$ cat src/rtl/mem_loader_pkg.sv
// Shared definitions for the host-side main_mem loader.
// Holds the loader FSM states, the main_mem geometry defaults (shared with
// main_mem/dmac) and the first addresses of each region in the memory map.
package mem_loader_pkg;

  // main_mem geometry
  localparam int ELEMENT_BITS     = 8;
  localparam int MAIN_MEM_ADD_LEN = 11;
  localparam int MAIN_MEM_DEPTH   = 2048;

  // Memory map: first word of each region
  localparam int IN_FIRST  = 0;
  localparam int W1_FIRST  = 40;
  localparam int W2_FIRST  = 104;
  localparam int OUT_FIRST = 168;

  typedef enum logic [1:0] {
    IDLE  = 2'd0,
    LOAD  = 2'd1,
    CHECK = 2'd2,
    DONE  = 2'd3
  } state_e;

endpackage

$ cat src/rtl/mem_loader.sv
// Purpose : streams bytes from a valid/ready source into consecutive main_mem
//           words, starting at a programmed address, for a programmed count.
// Latency : a word accepted in cycle N is written (mem_we/address/data) in N+1.
// Backpr. : s_ready is high only in LOAD/CHECK; the loader waits indefinitely on
//           s_valid gaps and drops s_ready the cycle after the last word.
//
// Ports:
//   fpga_clk, reset_n           clock, asynchronous active-low reset
//   load_start                  one-cycle pulse starting a job (honoured in IDLE only)
//   load_first_address          first write address, sampled on load_start
//   load_count                  number of words to write, sampled on load_start
//   s_valid, s_data, s_ready    input byte stream handshake
//   mem_we, mem_address,        registered main_mem write port
//   mem_data
//   busy, done, err             job active, end-of-job pulse, sticky checksum error
//
// Build option MEM_LOADER_CHECKSUM_EN: after the data words one extra stream
// word is accepted and compared with the mod-2^ELEMENT_BITS sum of the written
// words; a mismatch sets err until the next accepted load_start. Without the
// option there is no CHECK state and err is tied low.
module mem_loader #(
  parameter int ELEMENT_BITS     = mem_loader_pkg::ELEMENT_BITS,
  parameter int MAIN_MEM_ADD_LEN = mem_loader_pkg::MAIN_MEM_ADD_LEN,
  parameter int MAIN_MEM_DEPTH   = mem_loader_pkg::MAIN_MEM_DEPTH
) (
  input  logic                        fpga_clk,
  input  logic                        reset_n,
  input  logic                        load_start,
  input  logic [MAIN_MEM_ADD_LEN-1:0] load_first_address,
  input  logic [MAIN_MEM_ADD_LEN-1:0] load_count,
  input  logic                        s_valid,
  input  logic [ELEMENT_BITS-1:0]     s_data,
  output logic                        s_ready,
  output logic                        mem_we,
  output logic [MAIN_MEM_ADD_LEN-1:0] mem_address,
  output logic [ELEMENT_BITS-1:0]     mem_data,
  output logic                        busy,
  output logic                        done,
  output logic                        err
);

  import mem_loader_pkg::*;

  state_e                      state_q, state_d;
  logic [MAIN_MEM_ADD_LEN-1:0] cur_addr_q, cur_addr_d;
  logic [MAIN_MEM_ADD_LEN-1:0] remaining_q, remaining_d;
  logic                        mem_we_q, mem_we_d;
  logic [MAIN_MEM_ADD_LEN-1:0] mem_address_q, mem_address_d;
  logic [ELEMENT_BITS-1:0]     mem_data_q, mem_data_d;
  logic [MAIN_MEM_ADD_LEN-1:0] next_addr;

`ifdef MEM_LOADER_CHECKSUM_EN
  logic                        err_q, err_d;
  logic [ELEMENT_BITS-1:0]     sum_q, sum_d;
`endif

  // Wrap by comparison so a first address at or beyond the depth still
  // returns to 0 on the next increment.
  assign next_addr = (int'(cur_addr_q) >= MAIN_MEM_DEPTH - 1) ? '0 : cur_addr_q + 1'b1;

  always_ff @(posedge fpga_clk or negedge reset_n) begin
    if (!reset_n) begin
      state_q       <= IDLE;
      cur_addr_q    <= '0;
      remaining_q   <= '0;
      mem_we_q      <= 1'b0;
      mem_address_q <= '0;
      mem_data_q    <= '0;
`ifdef MEM_LOADER_CHECKSUM_EN
      err_q         <= 1'b0;
      sum_q         <= '0;
`endif
    end else begin
      state_q       <= state_d;
      cur_addr_q    <= cur_addr_d;
      remaining_q   <= remaining_d;
      mem_we_q      <= mem_we_d;
      mem_address_q <= mem_address_d;
      mem_data_q    <= mem_data_d;
`ifdef MEM_LOADER_CHECKSUM_EN
      err_q         <= err_d;
      sum_q         <= sum_d;
`endif
    end
  end

  always_comb begin
    state_d       = state_q;
    cur_addr_d    = cur_addr_q;
    remaining_d   = remaining_q;
    mem_we_d      = 1'b0;
    mem_address_d = mem_address_q;
    mem_data_d    = mem_data_q;
    s_ready       = 1'b0;
    busy          = 1'b0;
    done          = 1'b0;
`ifdef MEM_LOADER_CHECKSUM_EN
    err_d         = err_q;
    sum_d         = sum_q;
`endif

    case (state_q)
      IDLE: begin
        if (load_start) begin
          cur_addr_d  = load_first_address;
          remaining_d = load_count;
`ifdef MEM_LOADER_CHECKSUM_EN
          err_d       = 1'b0;
          sum_d       = '0;
          // An empty job still expects a checksum word (of value 0).
          state_d     = (load_count == '0) ? CHECK : LOAD;
`else
          state_d     = (load_count == '0) ? DONE : LOAD;
`endif
        end
      end

      LOAD: begin
        s_ready = 1'b1;
        busy    = 1'b1;
        if (s_valid) begin
          mem_we_d      = 1'b1;
          mem_address_d = cur_addr_q;
          mem_data_d    = s_data;
          cur_addr_d    = next_addr;
          remaining_d   = remaining_q - 1'b1;
`ifdef MEM_LOADER_CHECKSUM_EN
          sum_d         = sum_q + s_data;
          if (remaining_q == MAIN_MEM_ADD_LEN'(1)) state_d = CHECK;
`else
          if (remaining_q == MAIN_MEM_ADD_LEN'(1)) state_d = DONE;
`endif
        end
      end

`ifdef MEM_LOADER_CHECKSUM_EN
      CHECK: begin
        // Checksum word is consumed but never written to memory.
        s_ready = 1'b1;
        busy    = 1'b1;
        if (s_valid) begin
          err_d   = (s_data != sum_q);
          state_d = DONE;
        end
      end
`endif

      DONE: begin
        done    = 1'b1;
        state_d = IDLE;
      end

      default: state_d = IDLE;
    endcase
  end

  assign mem_we      = mem_we_q;
  assign mem_address = mem_address_q;
  assign mem_data    = mem_data_q;

`ifdef MEM_LOADER_CHECKSUM_EN
  assign err = err_q;
`else
  assign err = 1'b0;
`endif

endmodule

$ cat config.mk
export PLATFORM = sky130hd
export DESIGN_NAME = mem_loader
export DESIGN_NICKNAME = d
export VERILOG_FILES = /design/src/rtl/mem_loader_pkg.sv /design/src/rtl/mem_loader.sv
export SDC_FILE = /design/constraint.sdc
export NUM_CORES = 1
export LEC_CHECK = 0
export CAP_MARGIN = 5
export CORE_MARGIN = 2
export CORE_UTILIZATION = 44
export CTS_CLUSTER_DIAMETER = 120
export DETAILED_ROUTE_END_ITERATION = 10
export PLACE_DENSITY_LB_ADDON = 0.05
export SLEW_MARGIN = 20
export SYNTH_ARGS = -nofsm -noshare
export SYNTH_HDL_FRONTEND = slang
export SYNTH_SLANG_ARGS = --single-unit
$ cat constraint.sdc
create_clock -name fpga_clk -period 1.72 [get_ports fpga_clk]
set_clock_uncertainty 0.05 [all_clocks]
set_input_delay 0.344 -clock fpga_clk [delete_from_list [all_inputs] [get_ports fpga_clk]]
set_output_delay 0.344 -clock fpga_clk [all_outputs]
set_load 0.02 [all_outputs]
==> qor.yml, run 1 <==
critPathKind: "reg -> reg"
synth_top_area_frac: 0.482
yosysUniqueCellTypes: 49
syn_area_per_cell_sq_um: 9.80
synth_top_area_cell: "dfrtp_1"
crit_fanout: 2
synth_ff_type: "dfrtp_1"
syn2layout_area_growth_pct: 51.6
r2r_start: "remaining_q[1]"
period_share: 1.04
fin_ws_ns: -0.0759
min_from: "mem_address[0]"
numCtsBuffers: 5
critPathLaunchType: "flop"
cts_tree: "done"
grt_max_degree: 45
drc: 0
max_freq_mhz: 557
synth_most_common_cell: "dfrtp_1"
die_w_um: 76.0
nNetsFinal: 365
crit_arrival_ns: 1.96
final_hold_viol_count: 0
ir_worst_vdd_mv: 0.663
synth_area_leaders: "dfrtp_1 48%, mux2_2 7.4%, a21oi_1 4.8%"
dr.first_iter.drc_count: 162
cp-startpoint: "remaining_q[1]"
antenna_found_initial: 0
insertion_delay_ns: 0.29
ioPinCount: 58
wl_um: 5920
end_kind: "flop"
ant_nets: 0
drv_slew: 0
netlist_top_cells_count: "44 x dfrtp_1, 22 x a21oi_1, 18 x nand2_1"
route.vias.total: 2158
path_clk_slew_ns: 0.08
clk_path_buf_depth: 2
hpwl_um: 3980
avgRoutedWirePerCell_um: 14.8
drt_first_pass_iters: 4
worstHoldPathType: "reg -> reg"
fin_crit_ns: 1.80
p_leak_nw: 1.45
ys_seq_area_frac: 0.482
tns_ns: -0.0815
viasPerCell: 5.41
crit_required_ns: 1.89
synth-edff-count: 0
die-area_sq_um: 5780
grt.total_usage: 0.205
place_congestion: 0.833
synth-seq-cells: 44
fillers: 429
cts_root_buffer: "clkbuf_8"
core_sq_um: 5040
setup_viol: 2
cts.sinks: 44
io_buffers: 56
num_antenna_cells: 0
violations: "negative setup slack"
drive_gt1_frac: 0.283
synth.cell_area_sq_um: 2280
p_total_mw: 4.25
synthArstFlopShare: 1.00
cellPowerDensity_nw_per_um2: 1230
ys_warn_count: 0
outcome: "finished, violations left"
syn_inst: 233
synth_fp_nets: 270
rows: 26
drv_cap: 0
grt_pass1_wl_um: 9780
grt_setup_unrepaired: "yes"
h-tree-depth: 2
start_util: 0.453
grt.overflow.total: 0
grt_pass1_vias: 2046
die_height_um: 76.0
-- timing repair --
| item | 4_1_cts | 5_1_grt |
|---|---|---|
| setup endpoints to repair | 6 | 15 |
| hold buffers | 1 | 0 |
| cloned | 0 | 1 |
| resized for setup | 10 | 15 |
| buffers inserted | 2 | 7 |
| hold endpoints to repair | 44 | 0 |
| pin swaps | 3 | 7 |
-- stage by stage --
stage          instance area (sq um)  setup slack, ns   util  hold slack, ns  instances
6_report                        3460          -0.0759  0.687           0.437        399
5_1_grt                         3460           -0.139  0.687           0.461        399
4_1_cts                         3330          -0.0616  0.661           0.443        391
3_5_place_dp                    3170           -0.203  0.629           0.295        380
3_3_place_gp                    3170           -0.183  0.629           0.294        380
2_1_floorplan                   2290         -0.00558      -        -0.00159        233
-- cell families (layout without fill, tap and decap cells) --
logic type | count (synthesis) | after routing | share of synthesized area
compound gates | 69 | 70 | 0.196
simple gates | 73 | 73 | 0.174
fa+ha+maj | 3 | 3 | 0.0164
flops | 44 | 44 | 0.482
mux | 16 | 16 | 0.0784
other cells | 1 | 1 | 0.00164
buf+inv | 27 | 122 | 0.0515
-- power breakdown --
part / leakage (nW) / switching [mW] / internal (mW)
registers: 0.495 / 0.246 / 1.35
logic: 0.902 / 0.853 / 1.03
clock network: 0.0552 / 0.342 / 0.431
-- state kept, by name (all words and copies together), names as in the netlist --
signal	flops
cur_addr_q	11
mem_address	11
mem_data	8
mem_we	1
remaining_q	11
state_q	2
-- critical path: stages (launching register included) --
cell	delay, ns
dfrtp_1	0.41
buf_6	0.12
or4_4	0.49
or3_4	0.36
a21oi_2	0.14
a2bb2oi_1	0.16
-- worst paths after layout --
path,end,cells past startpoint,slack (ns)
setup reg to reg,remaining_q[9],5,-0.08
hold reg to reg,mem_address[0],2,0.44
max in group asynchronous,cur_addr_q[3],3,0.88
hold / removal,mem_address[0],2,0.44
setup / recovery,remaining_q[9],5,-0.08
min in group asynchronous,state_q[0],3,0.52
-- cell usage in the layout (no fill, tap or decap), types with 4 or more instances in the layout --
cell type | Yosys | layout
buf_4 | 2 | 40
nand2_1 | 18 | 18
a21oi_1 | 22 | 21
nand3_1 | 5 | 4
dfrtp_1 | 44 | 42
inv_1 | 11 | 10
nor4_1 | 5 | 5
o21ai_0 | 13 | 13
clkbuf_8 | 0 | 5
o211ai_1 | 4 | 4
a32oi_1 | 4 | 4
mux2_2 | 15 | 15
o22ai_1 | 4 | 4
nand4_1 | 6 | 6
nor2_1 | 12 | 12
clkdlybuf4s50_1 | 0 | 52
a31oi_1 | 4 | 4
-- final cells by class --
type / instances / area (sq um) / share of cell area
multi-input combinational: 163 / 1170 / 0.338
clock inverter: 2 / 35.0 / 0.0101
tap: 70 / 87.6 / 0.0253
timing repair buffer: 102 / 947 / 0.274
clock buffer: 6 / 72.6 / 0.0210
inverter: 12 / 45.0 / 0.0130
sequential: 44 / 1100 / 0.319
-- metal layers --
metal,routed length (um),vias to the layer above,GRT usage
li1,-,1066,-
met5,0,-,0
met1,2620,1022,0.275
met3,244,7,0.0284
met2,3000,63,0.354
met4,64,0,0.0509
Note: power is estimated with default switching activity, not from simulation.
==> run 2, diff against run 1 <==
Settings changed: CORE_UTILIZATION 44 to 35.
==> qor.yml, run 2 (same netlist as run 1, synthesis figures left out) <==
final_hold_viol_count: 0
period_share: 1.00
p_int_mw: 2.87
cts_tree: "done"
critPathBufInv: 1
clk_path_buf_depth: 2
outcome: "finished, violations left"
crit_arrival_ns: 1.91
worstHoldPathType: "reg -> reg"
drc: 0
r2r_slack_ns: -0.006
core_sq_um: 6310
fin_ws_ns: -0.00605
nNetsFinal: 368
viasPerCell: 5.38
crit_path_max_incr_delay_ns: 0.43
placedCellCount: 394
h-tree-depth: 2
setup_viol: 2
die_height_um: 84.8
rows: 29
wl_um: 6250
crit_path_top_delay_cell: "or4_4"
grt_setup_unrepaired: "yes"
end_kind: "flop"
io_buffers: 56
cts_root_buffer: "clkbuf_8"
die_w_um: 84.8
avgRoutedWirePerCell_um: 15.3
critPathKind: "reg -> reg"
p_sw_frac: 0.329
final_cell_mix: "51 x clkdlybuf4s50_1, 44 x buf_4, 43 x dfrtp_1"
reg2regPathDepth: 5
critPathLaunchType: "flop"
violations: "negative setup slack"
die-area_sq_um: 7190
insertion_delay_ns: 0.30
p_switching_mw: 1.41
fin_crit_ns: 1.73
p_seq_frac: 0.367
num_antenna_cells: 0
hold-path-cell-count: 2
grt_pass1_wl_um: 10600
p_leak_nw: 1.48
syn2layout_area_growth_pct: 52.9
drt_first_pass_iters: 4
cts.sinks: 44
crit_fanout: 2
route.vias.total: 2196
dr.first_iter.drc_count: 123
crit_family: "simple AND/OR/NAND/NOR gates"
start_util: 0.362
drv_slew: 0
path_cells: "buf_6 > or4_4 > or3_4 > a21oi_2 > a2bb2oi_1"
grt.total_usage: 0.183
ant_nets: 0
path_clk_slew_ns: 0.09
pwr-share-clk: 0.218
final_common_cell: "clkdlybuf4s50_1"
antenna_found_initial: 0
drive_gt1_frac: 0.308
cp_num_cells: 5
place_congestion: 0.855
numCtsBuffers: 5
finalNonFillerCells: 408
drv_cap: 0
ir_worst_vdd_mv: 0.605
combPwrFrac: 0.414
ioPinCount: 58
grt_max_degree: 28
grt.overflow.total: 0
cellPowerDensity_nw_per_um2: 1220
dp_slack_ns: -0.231
max_freq_mhz: 579
hpwl_um: 4450
crit_required_ns: 1.90
grt_pass1_vias: 2155
[run 2: tightest hold or removal path, cell delays in order, from the launching register on]
cell and delay (ns):
dfrtp_1 0.35, nand2_1 0.04, o21ai_0 0.06
[run 2: through the flow]
| step | utilization | TNS, ns | hold WS [ns] | instance area, sq um | power [mW] |
|---|---|---|---|---|---|
| CTS | 0.537 | -0.0333 | 0.445 | 3390 | 4.20 |
| global placement | 0.510 | -3.52 | 0.273 | 3220 | 3.19 |
| finish | 0.553 | -0.00869 | 0.439 | 3490 | 4.28 |
| floorplan | - | -0.00558 | -0.00159 | 2290 | 2.39 |
| global route | 0.553 | -0.402 | 0.469 | 3490 | 4.59 |
| detailed placement | 0.510 | -3.54 | 0.272 | 3220 | 3.21 |
[run 2: timing repair]
| action | in CTS | in global routing |
|---|---|---|
| endpoints found under the hold margin | 17 | 0 |
| setup buffers | 2 | 4 |
| hold buffers | 1 | 0 |
| gates resized for setup | 9 | 22 |
| pin swaps | 1 | 9 |
| endpoints found under the setup margin | 7 | 15 |
[run 2: worst paths after layout]
check | to | startpoint
worst max-delay path | remaining_q[9] | remaining_q[0]
worst min-delay path | mem_address[4] | mem_address[4]
worst max register to register | remaining_q[9] | remaining_q[0]
worst min register to register | mem_address[4] | mem_address[4]
max in group asynchronous | cur_addr_q[7] | reset_n
min in group asynchronous | mem_we | reset_n
[run 2: routing by layer]
| metal | track usage | part of all wire | wire (um) |
|---|---|---|---|
| met5 | 0 | 0 | 0 |
| met4 | 0.0577 | 0.013 | 79 |
| met3 | 0.0364 | 0.046 | 289 |
| met2 | 0.277 | 0.45 | 2830 |
| met1 | 0.265 | 0.49 | 3050 |
[run 2: area by class of cell]
cell class              count  area, sq um
fillers                   582         2820
multi-input cells         162         1160
flip-flops and latches     44         1100
repair buffers            106          962
well taps                  77         96.3
clock buffers               5         68.8
clock inverters             2         60.1
inverters                  12         45.0
[run 2: power groups by stage]
| stage | Combinational (mW) | Clock [mW] | Sequential [mW] |
|---|---|---|---|
| after floorplan | 0.646 | 0 | 1.74 |
| after global placement | 1.61 | 0 | 1.59 |
| after detailed placement | 1.62 | 0 | 1.59 |
| after CTS | 1.67 | 0.961 | 1.57 |
| after global routing | 1.96 | 1.00 | 1.62 |
| final | 1.77 | 0.933 | 1.57 |
==> run 3, diff against run 2 <==
Settings changed: CAP_MARGIN 5 to default.
==> results of run 3 <==
The final DEF is identical to that of run 2; final timing and power are the same.
